[config.mk]
export PLATFORM = sky130hd
export DESIGN_NAME = fetch_stage
export DESIGN_NICKNAME = d
export VERILOG_FILES = /design/src/rtl/fetch_stage.sv
export SDC_FILE = /design/constraint.sdc
export NUM_CORES = 1
export LEC_CHECK = 0
export BUFFER_PORTS_ARGS = -buffer_cell sky130_fd_sc_hd__buf_4
export CAP_MARGIN = 30
export CELL_PAD_IN_SITES_DETAIL_PLACEMENT = 0
export CELL_PAD_IN_SITES_GLOBAL_PLACEMENT = 1
export CORE_MARGIN = 10
export CORE_UTILIZATION = 32
export CTS_BUF_LIST = sky130_fd_sc_hd__clkbuf_8
export CTS_CLUSTER_DIAMETER = 100
export DETAILED_ROUTE_END_ITERATION = 12
export PLACE_DENSITY_LB_ADDON = 0.3
export SLEW_MARGIN = 15
export SYNTH_ARGS = -nofsm -noshare
export SYNTH_HDL_FRONTEND = slang
export SYNTH_SLANG_ARGS = --single-unit
[constraint.sdc]
create_clock -name i_clk -period 2.18 [get_ports i_clk]
set_clock_uncertainty 0.1 [all_clocks]
set_input_delay 0.218 -clock i_clk [delete_from_list [all_inputs] [get_ports i_clk]]
set_output_delay 0.218 -clock i_clk [all_outputs]
set_load 0.01 [all_outputs]
[src/rtl/fetch_stage.sv]
// fetch_stage: MIPS instruction-fetch stage with PC, IF/ID register, branch redirect, stall and saturating issue count
module fetch_stage #(
    parameter logic [31:0] PC_RESET = 32'h0040_0000,
    parameter logic [31:0] NOP_WORD = 32'h0000_0000
) (
    input  logic        i_clk,
    input  logic        i_reset,
    output logic [31:0] o_imem_addr,
    input  logic [31:0] i_imem_rdata,
    input  logic        i_stall,
    input  logic        i_branch_eq,
    input  logic        i_branch_ne,
    input  logic        i_zero,
    input  logic [31:0] i_branch_target,
    output logic [31:0] o_pc,
    output logic [31:0] o_if_id_instr,
    output logic [31:0] o_if_id_pc4,
    output logic        o_if_id_valid,
    output logic [5:0]  o_op,
    output logic [15:0] o_instr_count
);
    logic [31:0] r_pc;
    logic [31:0] r_instr;
    logic [31:0] r_pc4;
    logic        r_valid;
    logic [15:0] r_count;
    logic        w_redirect;
    logic [31:0] w_pc4;

    // Branch resolution from EX and sequential next PC
    always_comb begin
        w_redirect = (i_branch_eq & i_zero) | (i_branch_ne & ~i_zero);
        w_pc4      = r_pc + 32'd4;
    end

    // PC and IF/ID update: reset > redirect > stall > normal fetch
    always_ff @(posedge i_clk) begin
        if (!i_reset) begin
            r_pc    <= PC_RESET;
            r_instr <= NOP_WORD;
            r_pc4   <= 32'd0;
            r_valid <= 1'b0;
            r_count <= 16'd0;
        end else if (w_redirect) begin
            r_pc    <= {i_branch_target[31:2], 2'b00};
            r_instr <= NOP_WORD;
            r_pc4   <= 32'd0;
            r_valid <= 1'b0;
        end else if (!i_stall) begin
            r_pc    <= w_pc4;
            r_instr <= i_imem_rdata;
            r_pc4   <= w_pc4;
            r_valid <= 1'b1;
            r_count <= (r_count == 16'hFFFF) ? r_count : r_count + 16'd1;
        end
    end

    assign o_imem_addr   = r_pc;
    assign o_pc          = r_pc;
    assign o_if_id_instr = r_instr;
    assign o_if_id_pc4   = r_pc4;
    assign o_if_id_valid = r_valid;
    assign o_op          = r_instr[31:26];
    assign o_instr_count = r_count;
endmodule

==> out/qor.txt <==
Outcome - finished, final reports clean
Core Util, Final - 47.5%
Period utilization - 92.9%
Num rows - 47
CTS buffer count - 9
Post-route cell area - 7860 sq um
Area Overhead vs Synth - 46.0%
Die area - 22,400 sq um
HPWL after DPL - 14,300 um
Die X - 150 um
Die Ht - 150 um
Unrepaired setup endpoints after global routing - false
Unique masters post-synth - 53
Diode count - 0
Worst Hold Launch - i_branch_target[14]
Seq cells post-synth - 109
Yosys Warn Count - 0
Crit path cell chain - nand4_1 -> or4_4 -> or3_1 -> xor2_1 -> a21oi_1
Share of cells above drive strength 1 - 33.8%
Cell taking the most area after synthesis - dfxtp_1
Setup crit end kind - flop
Register clock-pin slew on the reported worst setup and hold paths - 110 ps
Critical-path top delay cell - or4_4
I/O Buffers - 212
Via/cell ratio - 4.89
# nets final - 931
Leak - 3.40 nW
Crit-path max cell delay - 540 ps
Hold/Removal Path Class - in -> reg
Io pins - 221
CTS root buf - clkbuf_8
Initial antenna violation count - 0
WP data arrival - 2210 ps
Largest net degree at the start of global routing - 42
Routability cong. - 0.854
Final min period - 2030 ps
Drt wl/cell - 17.3 um
FMAX - 0.494 GHz
Placement Cell Area - 7140 sq um
Post-synth top area share - 40.6%
Top FF cell, synth - dfxtp_1
# Post-CTS Setup Buffers - 0
Later-pin clock latency in the skew report - 400 ps
DR pass1 iterations - 4
Setup violators final - 0
Congestion Overflow GR - 0
Vias - 5,299
Crit path kind - reg -> reg
Syn Inst Count - 621
Max-slew violations - 0
Most area-consuming cells after synthesis - dfxtp_1 41%, mux2i_1 6.9%, xnor2_1 6.3%
Power Density - 578 nW/um^2
Syn avg cell area - 8.66 sq um
Crit Path Max Fanout - 8
Required @ worst endpoint - 2360 ps
Clk sinks - 109
Core footprint - 16,500 sq um
GRT Util Overall - 16.2%
CTS H-Tree Depth - 3
Worst Hold Depth - 3
Maximum vdd drop - 442 uV
Initial DRC Count - 255
Setup TNS - 0 ps
Final wirelength - 18,700 um
Fin. Hold Viols - 0
CTS max path bufs - 2
Starting density of the core - 32.6%
Register-to-Register Path Depth - 5
Worst setup SP type - flop
First-pass GRT wire length - 29,300 um
Vias in the first global route - 5,465
Ys async rst share - 0%
Max cap viols - 0
Sequential area share after synthesis - 40.6%
Hold slack - 13.5 ps
Synthesized area - 5380 sq um
EDFF count, synth - 0
Routed Antenna Nets - 0
Worst setup margin - 155 ps
Worst flop-to-flop path startpoint - o_imem_addr[16]
Post-Place Setup Slack - 95.9 ps
# DRC - 0
Worst setup path start - o_imem_addr[16]
TritonCTS clock tree - yes
registers in the layout (all words and copies together), names as in the netlist:
name           cells
o_imem_addr       30
o_instr_count     16
o_if_id_valid      1
o_if_id_instr     32
o_if_id_pc4       30
cells in the mapped netlist (all sizes together), types with 8 or more instances:
master / n
nor3: 10
xor2: 18
and3: 8
and2: 15
xnor2: 39
clkbuf: 27
buf: 53
nor4: 13
nand3: 26
nand4: 17
dfxtp: 109
mux2i: 37
nand2: 30
a21oi: 40
o21ai: 50
or3: 9
nor2: 61
routing by layer:
metal / GRT usage, % / wire length (um) / vias up
met5: 0 / 0 / -
met4: 5.34 / 284 / 0
met3: 6.46 / 1930 / 19
met2: 26.6 / 8890 / 195
met1: 18.9 / 7600 / 2479
li1: - / - / 2606
worst paths after layout:
kind	to	slack (ps)
setup / recovery	o_if_id_pc4[21]	150
setup reg to reg	o_if_id_pc4[21]	150
hold reg to reg	o_if_id_valid	350
hold / removal	o_imem_addr[14]	10
placed cells by master, fill, tap and decap left out, drive strengths merged, types with 4 or more instances in the layout:
| master | n |
|---|---|
| buf | 255 |
| dfxtp | 109 |
| nor2 | 61 |
| o21ai | 50 |
| dlygate4sd3 | 47 |
| a21oi | 40 |
| xnor2 | 39 |
| mux2i | 37 |
| nand2 | 30 |
| nand3 | 26 |
| xor2 | 18 |
| nand4 | 17 |
| and2 | 15 |
| nor4 | 13 |
| clkbuf | 10 |
| nor3 | 10 |
| or3 | 9 |
| and3 | 8 |
| inv | 8 |
| a31oi | 6 |
| o211a | 6 |
| conb | 6 |
| and4 | 6 |
| o31ai | 5 |
| o2111ai | 4 |
power breakdown:
part / internal [mW] / switching [mW]
Clock: 0.678 / 0.746
Combinational: 0.490 / 0.454
Sequential: 2.09 / 0.0850
logic make-up (layout without fill, tap and decap cells):
logic type / Yosys count / after routing / share of synthesized area (%)
simple gates: 205 / 205 / 19.7
compound gates: 123 / 123 / 13.4
flops: 109 / 109 / 40.6
buf+inv: 86 / 324 / 9.37
xor+xnor: 57 / 57 / 9.28
mux: 38 / 38 / 7.09
fa+ha+maj: 2 / 2 / 0.465
other cells: 1 / 6 / 0.0697
worst max-delay path, delay by kind of cell, from the launching register on:
family | cells | cell delay, ps
AND/OR/NAND/NOR | 3 | 1170
AO/OA/AOI/OAI | 1 | 70
flip-flops | 1 | 420
XOR/XNOR | 1 | 140
layout make-up:
type | count | area (sq um)
Clock buffer | 10 | 138
Fill cell | 1571 | 8670
Timing Repair Buffer | 302 | 2400
Tap cell | 220 | 275
Multi-Input combinational cell | 431 | 2750
Sequential cell | 109 | 2180
Clock inverter | 6 | 85.1
Inverter | 6 | 22.5
repair_timing:
action,CTS,global route
setup endpoints to repair,0,2
hold buffers,47,0
gates resized for setup,0,4
hold endpoints to repair,46,0
per-stage QoR:
stage | instances | power (mW)
2_1_floorplan | 626 | 2.68
3_3_place_gp | 1021 | 3.08
3_5_place_dp | 1021 | 3.10
4_1_cts | 1084 | 4.59
5_1_grt | 1084 | 4.77
6_report | 1084 | 4.54
No activity file was read; power rests on OpenSTA's default activity.
